`config.mk`:
```
export PLATFORM = sky130hd
export DESIGN_NAME = id_counter
export DESIGN_NICKNAME = d
export VERILOG_FILES = /design/src/rtl/pll_pkg.sv /design/src/rtl/output_divider.sv /design/src/rtl/id_counter.sv
export SDC_FILE = /design/constraint.sdc
export NUM_CORES = 1
export LEC_CHECK = 0
export ABC_AREA = 0
export CELL_PAD_IN_SITES_DETAIL_PLACEMENT = 1
export CELL_PAD_IN_SITES_GLOBAL_PLACEMENT = 1
export CORE_MARGIN = 8
export CORE_UTILIZATION = 38
export DETAILED_ROUTE_END_ITERATION = 8
export PLACE_DENSITY_LB_ADDON = 0.1
export SLEW_MARGIN = 15
export SYNTH_ARGS = -nofsm -noshare
export SYNTH_HDL_FRONTEND = slang
export SYNTH_SLANG_ARGS = --single-unit
```
`constraint.sdc`:
```
create_clock -name clk_i -period 1.7 [get_ports clk_i]
set_input_delay 0.255 -clock clk_i [delete_from_list [all_inputs] [get_ports clk_i]]
set_output_delay 0.255 -clock clk_i [all_outputs]
set_load 0.01 [all_outputs]
```
`src/rtl/pll_pkg.sv`:
```
// Shared types for the ADPLL I/D counter path: pending-correction state and stats width.
// Also holds the pending-correction transition and drop rules used by id_counter.
package pll_pkg;

  typedef enum logic [1:0] {PEND_NONE, PEND_ADV, PEND_RET} pend_t;

  localparam int STATS_WIDTH = 16;

  // Opposite strobes cancel a pending correction; simultaneous strobes are ignored.
  function automatic pend_t pend_next(pend_t cur, logic carry, logic borrow);
    pend_t nxt;
    nxt = cur;
    if (carry && !borrow) begin
      nxt = (cur == PEND_RET) ? PEND_NONE : PEND_ADV;
    end else if (borrow && !carry) begin
      nxt = (cur == PEND_ADV) ? PEND_NONE : PEND_RET;
    end
    return nxt;
  endfunction

  function automatic logic pend_drop(pend_t cur, logic carry, logic borrow);
    return ((cur == PEND_ADV) && carry && !borrow) ||
           ((cur == PEND_RET) && borrow && !carry);
  endfunction

endpackage

```
`src/rtl/output_divider.sv`:
```
// Divide-by-DIV_N stage: toggles divOut_o once every DIV_N rising edges of the I/D output.
// rise_i marks the clock edge on which the I/D output goes high.
module output_divider #(
  parameter int DIV_N = 8
) (
  input  logic clk_i,
  input  logic reset_i,
  input  logic rise_i,
  output logic divOut_o
);

  localparam int DW = (DIV_N > 1) ? $clog2(DIV_N) : 1;

  logic [DW-1:0] div_cnt_q, div_cnt_d;
  logic          div_out_q, div_out_d;
  logic          wrap;

  always_comb begin
    div_cnt_d = div_cnt_q;
    div_out_d = div_out_q;
    wrap      = (div_cnt_q == DW'(DIV_N - 1));
    if (rise_i) begin
      div_cnt_d = wrap ? '0 : div_cnt_q + DW'(1);
      div_out_d = wrap ? ~div_out_q : div_out_q;
    end
  end

  always_ff @(posedge clk_i) begin
    if (reset_i) begin
      div_cnt_q <= '0;
      div_out_q <= 1'b0;
    end else begin
      div_cnt_q <= div_cnt_d;
      div_out_q <= div_out_d;
    end
  end

  assign divOut_o = div_out_q;

endmodule

```
`src/rtl/id_counter.sv`:
```
// I/D counter of the ADPLL: square wave whose half-periods stretch or shrink by one clock
// per carry/borrow correction, plus the feedback divider. ID_COUNTER_STATS_EN adds correction counters.
module id_counter
  import pll_pkg::*;
#(
  parameter int HALF_PERIOD = 4,
  parameter int DIV_N       = 8
) (
  input  logic clk_i,
  input  logic reset_i,
  input  logic carry_i,
  input  logic borrow_i,
  output logic idOut_o,
  output logic idRise_o,
  output logic divOut_o,
  output logic dropped_o
`ifdef ID_COUNTER_STATS_EN
  ,
  output logic [STATS_WIDTH-1:0] advCount_o,
  output logic [STATS_WIDTH-1:0] retCount_o
`endif
);

  localparam int HW = $clog2(HALF_PERIOD + 2);

  logic [HW-1:0] half_cnt_q, half_cnt_d;
  pend_t         pend_q, pend_d, pend_base;
  logic          id_q, id_d;
  logic          rise_q, rise_d;
  logic          drop_q, drop_d;
  logic          boundary;

  // A correction is consumed at the boundary, so strobes seen there start from NONE.
  always_comb begin
    boundary   = (half_cnt_q == HW'(1));
    pend_base  = boundary ? PEND_NONE : pend_q;
    pend_d     = pend_next(pend_base, carry_i, borrow_i);
    drop_d     = pend_drop(pend_base, carry_i, borrow_i);
    half_cnt_d = half_cnt_q - HW'(1);
    id_d       = id_q;
    rise_d     = 1'b0;
    if (boundary) begin
      id_d   = ~id_q;
      rise_d = ~id_q;
      unique case (pend_q)
        PEND_ADV: half_cnt_d = HW'(HALF_PERIOD - 1);
        PEND_RET: half_cnt_d = HW'(HALF_PERIOD + 1);
        default:  half_cnt_d = HW'(HALF_PERIOD);
      endcase
    end
  end

  always_ff @(posedge clk_i) begin
    if (reset_i) begin
      half_cnt_q <= HW'(HALF_PERIOD);
      pend_q     <= PEND_NONE;
      id_q       <= 1'b0;
      rise_q     <= 1'b0;
      drop_q     <= 1'b0;
    end else begin
      half_cnt_q <= half_cnt_d;
      pend_q     <= pend_d;
      id_q       <= id_d;
      rise_q     <= rise_d;
      drop_q     <= drop_d;
    end
  end

  assign idOut_o   = id_q;
  assign idRise_o  = rise_q;
  assign dropped_o = drop_q;

  // Fed the unregistered rise so divOut_o changes on the same edge as idOut_o.
  output_divider #(
    .DIV_N(DIV_N)
  ) u_output_divider (
    .clk_i   (clk_i),
    .reset_i (reset_i),
    .rise_i  (rise_d),
    .divOut_o(divOut_o)
  );

`ifdef ID_COUNTER_STATS_EN
  logic [STATS_WIDTH-1:0] adv_cnt_q, ret_cnt_q;

  always_ff @(posedge clk_i) begin
    if (reset_i) begin
      adv_cnt_q <= '0;
      ret_cnt_q <= '0;
    end else if (boundary) begin
      if ((pend_q == PEND_ADV) && (adv_cnt_q != '1)) adv_cnt_q <= adv_cnt_q + STATS_WIDTH'(1);
      if ((pend_q == PEND_RET) && (ret_cnt_q != '1)) ret_cnt_q <= ret_cnt_q + STATS_WIDTH'(1);
    end
  end

  assign advCount_o = adv_cnt_q;
  assign retCount_o = ret_cnt_q;
`endif

endmodule
```
## After elaboration in Yosys (flattened, before gate mapping)

Cells that the tools add are included.

- Output and inout port bits: 4
- Logic and storage cells: 36
- Register bits: 12

- Mux-type cells: 9
- Reductions and logical operators: 10
- Bitwise gates (word level): 2
- Equal/unequal tests: 6
- Add/sub/neg operators: 2

Operators with widths:

| cell | count |
|---|---|
| 2-to-1 mux 2 bit | 4 |
| logical AND 1 bit | 6 |
| 2-to-1 mux 3 bit | 2 |
| case mux 3 bit (2 select lines) | 1 |
| equality test 2 x 1 -> 1 bit (second input constant) | 2 |
| equality test 2 bit (second input constant) | 2 |
| adder 3 x 1 -> 3 bit (second input constant) | 1 |
| equality test 3 x 1 -> 1 bit (second input constant) | 1 |
| equality test 3 bit (second input constant) | 1 |
| subtractor 3 x 1 -> 3 bit (second input constant) | 1 |
| logical NOT 1 bit | 2 |
| 2-to-1 mux 1 bit | 2 |
| NOT 1 bit | 2 |
| AND reduction 2 bit | 1 |
| logical OR 1 bit | 1 |

## Depth between registers and ports, before layout

Gate-level depths: netlist of run 1.

- Depth in word-level cells: 6
- Depth in mapped cells: 6

## Modules after synthesis

A second synthesis of run 1 with hierarchy kept.

- Cell total of the unflattened synthesis: 58
- Area, all modules: 571.8 µm²

Modules (own cells, without submodules):

| module | instances | cells an instance | sequential area each (µm²) | area each (µm²) |
|---|---|---|---|---|
| id_counter | 1 | 42 | 160.2 | 392.9 |
| output_divider | 1 | 16 | 80.1 | 178.9 |

## Worst setup path after synthesis of run 1

Ideal clock, no wire load.

- Path type: register to register
- From: reg half_cnt_q[1]
- To: reg u_output_divider.div_cnt_q[1]
- Cell stages (with the launch flop): 7
- Setup time: 0.067 ns
- Data arrival time: 1.473 ns
- Slack: 0.160 ns
- Period minus slack after synthesis: 1.540 ns
- Required time: 1.633 ns
- Cells stage by stage: dfxtp_1 > inv_1 > ha_1 > or3b_1 > buf_6 > or3b_1 > a21oi_2

- Cells in the longest elaborated chain, start to end: 2

RTL lines:

| element | RTL line | RTL |
|---|---|---|
| start: declaration | id_counter.sv:26 | `logic [HW-1:0] half_cnt_q, half_cnt_d;` |
| start signal: assignment | id_counter.sv:55 | `half_cnt_q <= HW'(HALF_PERIOD);` |
| start signal: assignment | id_counter.sv:61 | `half_cnt_q <= half_cnt_d;` |
| equality test 3 x 1 -> 1 bit | id_counter.sv:35 | `boundary = (half_cnt_q == HW'(1));` |
| 2-to-1 mux 1 bit | id_counter.sv:42 | `if (boundary) begin` |
| end signal: assignment | output_divider.sv:33 | `div_cnt_q <= div_cnt_d;` |
| end: declaration | output_divider.sv:14 | `logic [DW-1:0] div_cnt_q, div_cnt_d;` |

Every way passes these cells.
A chain may end at the register's enable or synchronous reset.

## Final worst setup path of run 1

Ends and elaborated chain as after synthesis.

==> flow_metrics.tcl, run 1 <==
set metrics [dict create \
    core_area_mm2 0.001471 \
    tightest_slew_ps 487.9 \
    syn_nets 72 \
    hpwl_um 851.6 \
    setup_ws_ps 112.2 \
    synth-main-ff-cell "dfxtp_1" \
    dieHeight_um 55.05 \
    gp_congestion 0.6727 \
    htreeDepth 1 \
    r2r.worst_path.cells 5 \
    grt_pass1_wl_mm 2.021 \
    vias 450 \
    ctsResizeCount 0 \
    critPathLaunchType "flip-flop" \
    nets 81 \
    finalWirelength_mm 1.121 \
    regArea_um2 240.2 \
    cp-endpoint "u_output_divider.div_cnt_q[1]" \
    io_buffer_count 7 \
    leakagePower_nw 0.2945 \
    wl_per_cell_um 13.03 \
    fill_cells 177 \
    synth.area.top_cells "dfxtp_1 (41%), ha_1 (13%), a21oi_1 (4.3%)" \
    finalHoldViolations 0 \
    synth.avg_cell_area_um2 9.344 \
    syn_to_final_growth_pct 19.01 \
    cts.reportedPaths.clkPinSlew_ps 80 \
    r2r_start "half_cnt_q[1]" \
    grt_pass1_vias 479 \
    initial_core_util_pct 39.37 \
    multi_input_area_um2 300.3 \
    post_cts.repair.setup_buffers 0 \
    fin_crit_sh_pct 93.40 \
    dr.pass1.iters 2 \
    endpoint_kind "flip-flop" \
    cts_buffers 3 \
    async_flop_share_pct 0 \
    relSlewSlack_pct 67.37 \
    yosys_warnings 0 \
    tns_ps 0 \
    grt_start_max_net_pins 13 \
    yosys.cell_types.count 24 \
    slew_violations 0 \
    vias_per_cell 5.233 \
    drive_gt1_share_pct 11.43 \
    crit_required_ps 1900 \
    netlist_area_um2 579.3 \
    clockRootBuffer "clkbuf_4" \
    pin_count 8 \
    reg2reg_to "u_output_divider.div_cnt_q[1]" \
    antenna_found_initial 0 \
    drc 0 \
    track_usage_pct 9.363 \
    status "finished clean" \
    ys_ff_latch 12 \
    synth.top_cell.area_share_pct 41.47 \
    cts_hold_buf 0 \
    max-vdd-ir-drop_mv 0.4345 \
    setup_violations 0 \
    synth_edf_count 0 \
    hold_path_class "flip-flop to flip-flop" \
    die_area_mm2 0.003030 \
    cap_violations 0 \
    synth_top_cell_by_area "dfxtp_1" \
    n_antenna_cell 0 \
    min_period_ps 1588 \
    r2r_slack_ps 110 \
    synth_most_common_cell "dfxtp_1" \
    fmax_ghz 0.6298 \
    arrival_ps 1790 \
    path_max_fanout 9 \
    synth_common_cells "dfxtp_1 (12), ha_1 (6), inv_1 (6)" \
    crit_start "half_cnt_q[1]" \
    cts_tree "built" \
    grt_overflow 0 \
    dieWidth_um 55.05 \
    worstSetupPathType "flip-flop to flip-flop" \
    clock_path_buffers 2 \
    fin_skew_ps 0.8653 \
    insertion_delay_ps 270 \
    powerDensity_mw_per_mm2 953.8 \
    numClockSinks 12 \
    yosysSeqAreaShare_pct 41.47 \
    dp_worst_setup_slack_ps 42.78 \
    drtIter0Drc 3 \
    ant_nets 0 \
    placementRows 14 \
    grt_setup_unrepaired "no" \
    synth_cells 62 \
]
[worst max-delay path: stages (launching register included)]
cell and delay (ps):
dfxtp_1 300, inv_1 60, ha_1 200, or3b_4 450, or3b_1 380, a21oi_2 130
[cell families after synthesis]
family	Yosys count	share of synthesized area, %
flip-flops	12	41.47
AO/OA/AOI/OAI	14	16.41
multiplexers	1	1.728
buffers and inverters	9	7.127
AND/OR/NAND/NOR	20	20.30
adder cells (fa/ha/maj)	6	12.96
[registers in the layout, summed over array words and instances (netlist names)]
signal,cells
dropped_o,1
half_cnt_q,3
idOut_o,1
idRise_o,1
pend_q,2
u_output_divider.divOut_o,1
u_output_divider.div_cnt_q,3
[layer usage]
layer  global-route usage, %  vias to the layer above  share of wire, %
li1                        -                      227                 -
met1                   10.23                      218                45
met2                   15.11                        3                50
met3                   3.209                        2               3.3
met4                   6.000                        0              0.98
met5                       0                        -                 0
[how the worst min path moves through the flow]
stage	startpoint	endpoint	cells after the start
3_3_place_gp	u_output_divider.div_cnt_q[1]	u_output_divider.div_cnt_q[1]	2
2_1_floorplan	reset_i	dropped_o	1
5_1_grt	u_output_divider.div_cnt_q[0]	u_output_divider.div_cnt_q[0]	2
3_5_place_dp	u_output_divider.div_cnt_q[1]	u_output_divider.div_cnt_q[1]	2
6_report	u_output_divider.div_cnt_q[1]	u_output_divider.div_cnt_q[1]	2
4_1_cts	u_output_divider.div_cnt_q[1]	u_output_divider.div_cnt_q[1]	2
[power by group]
group,switching (mW),internal (mW),total (mW)
Sequential,0.0160,0.304,0.320
Clock,0.0956,0.130,0.226
Combinational,0.0532,0.0583,0.112
[cell usage in the layout, fill, tap and decap left out]
master	n
or4bb_1	1
nand3_1	2
o21ai_0	1
and2_1	1
clkbuf_8	1
a211oi_1	2
or3_1	2
clkbuf_4	3
inv_1	6
clkdlybuf4s50_1	7
a21o_1	3
a21oi_1	5
o31a_1	1
a21oi_2	1
a211o_2	1
or3b_1	1
nor2_1	3
and2b_2	1
or3b_4	1
dfxtp_1	12
nand2b_1	2
nor3_1	1
nand2_1	4
or2b_1	1
ha_1	6
mux2i_1	1
[stage by stage]
step	power [mW]	util, %	std cells	area [um^2]	hold WS, ps
2_1_floorplan	0.4052	-	62	579.3	332.1
3_3_place_gp	0.4317	44.22	82	650.6	456.5
3_5_place_dp	0.4379	44.22	82	650.6	465.1
4_1_cts	0.6681	46.68	86	686.9	478.0
5_1_grt	0.7018	46.85	86	689.4	500.8
6_report	0.6575	46.85	86	689.4	476.1
[cell type report]
cell class              instances  area share [%]
flip-flops and latches         12           34.85
well taps                      16           2.904
inverters                       6           3.267
clock buffers                   4           5.263
repair buffers                  7           10.16
multi-input cells              41           43.56
Note: power is estimated with default switching activity, not from simulation.
==> inputs of run 2 (changes only) <==
Settings changed: CTS_CLUSTER_DIAMETER set to 60, SKIP_LAST_GASP set to 1.
==> results of run 2 <==
The final DEF is identical to that of run 1; final timing and power are the same.
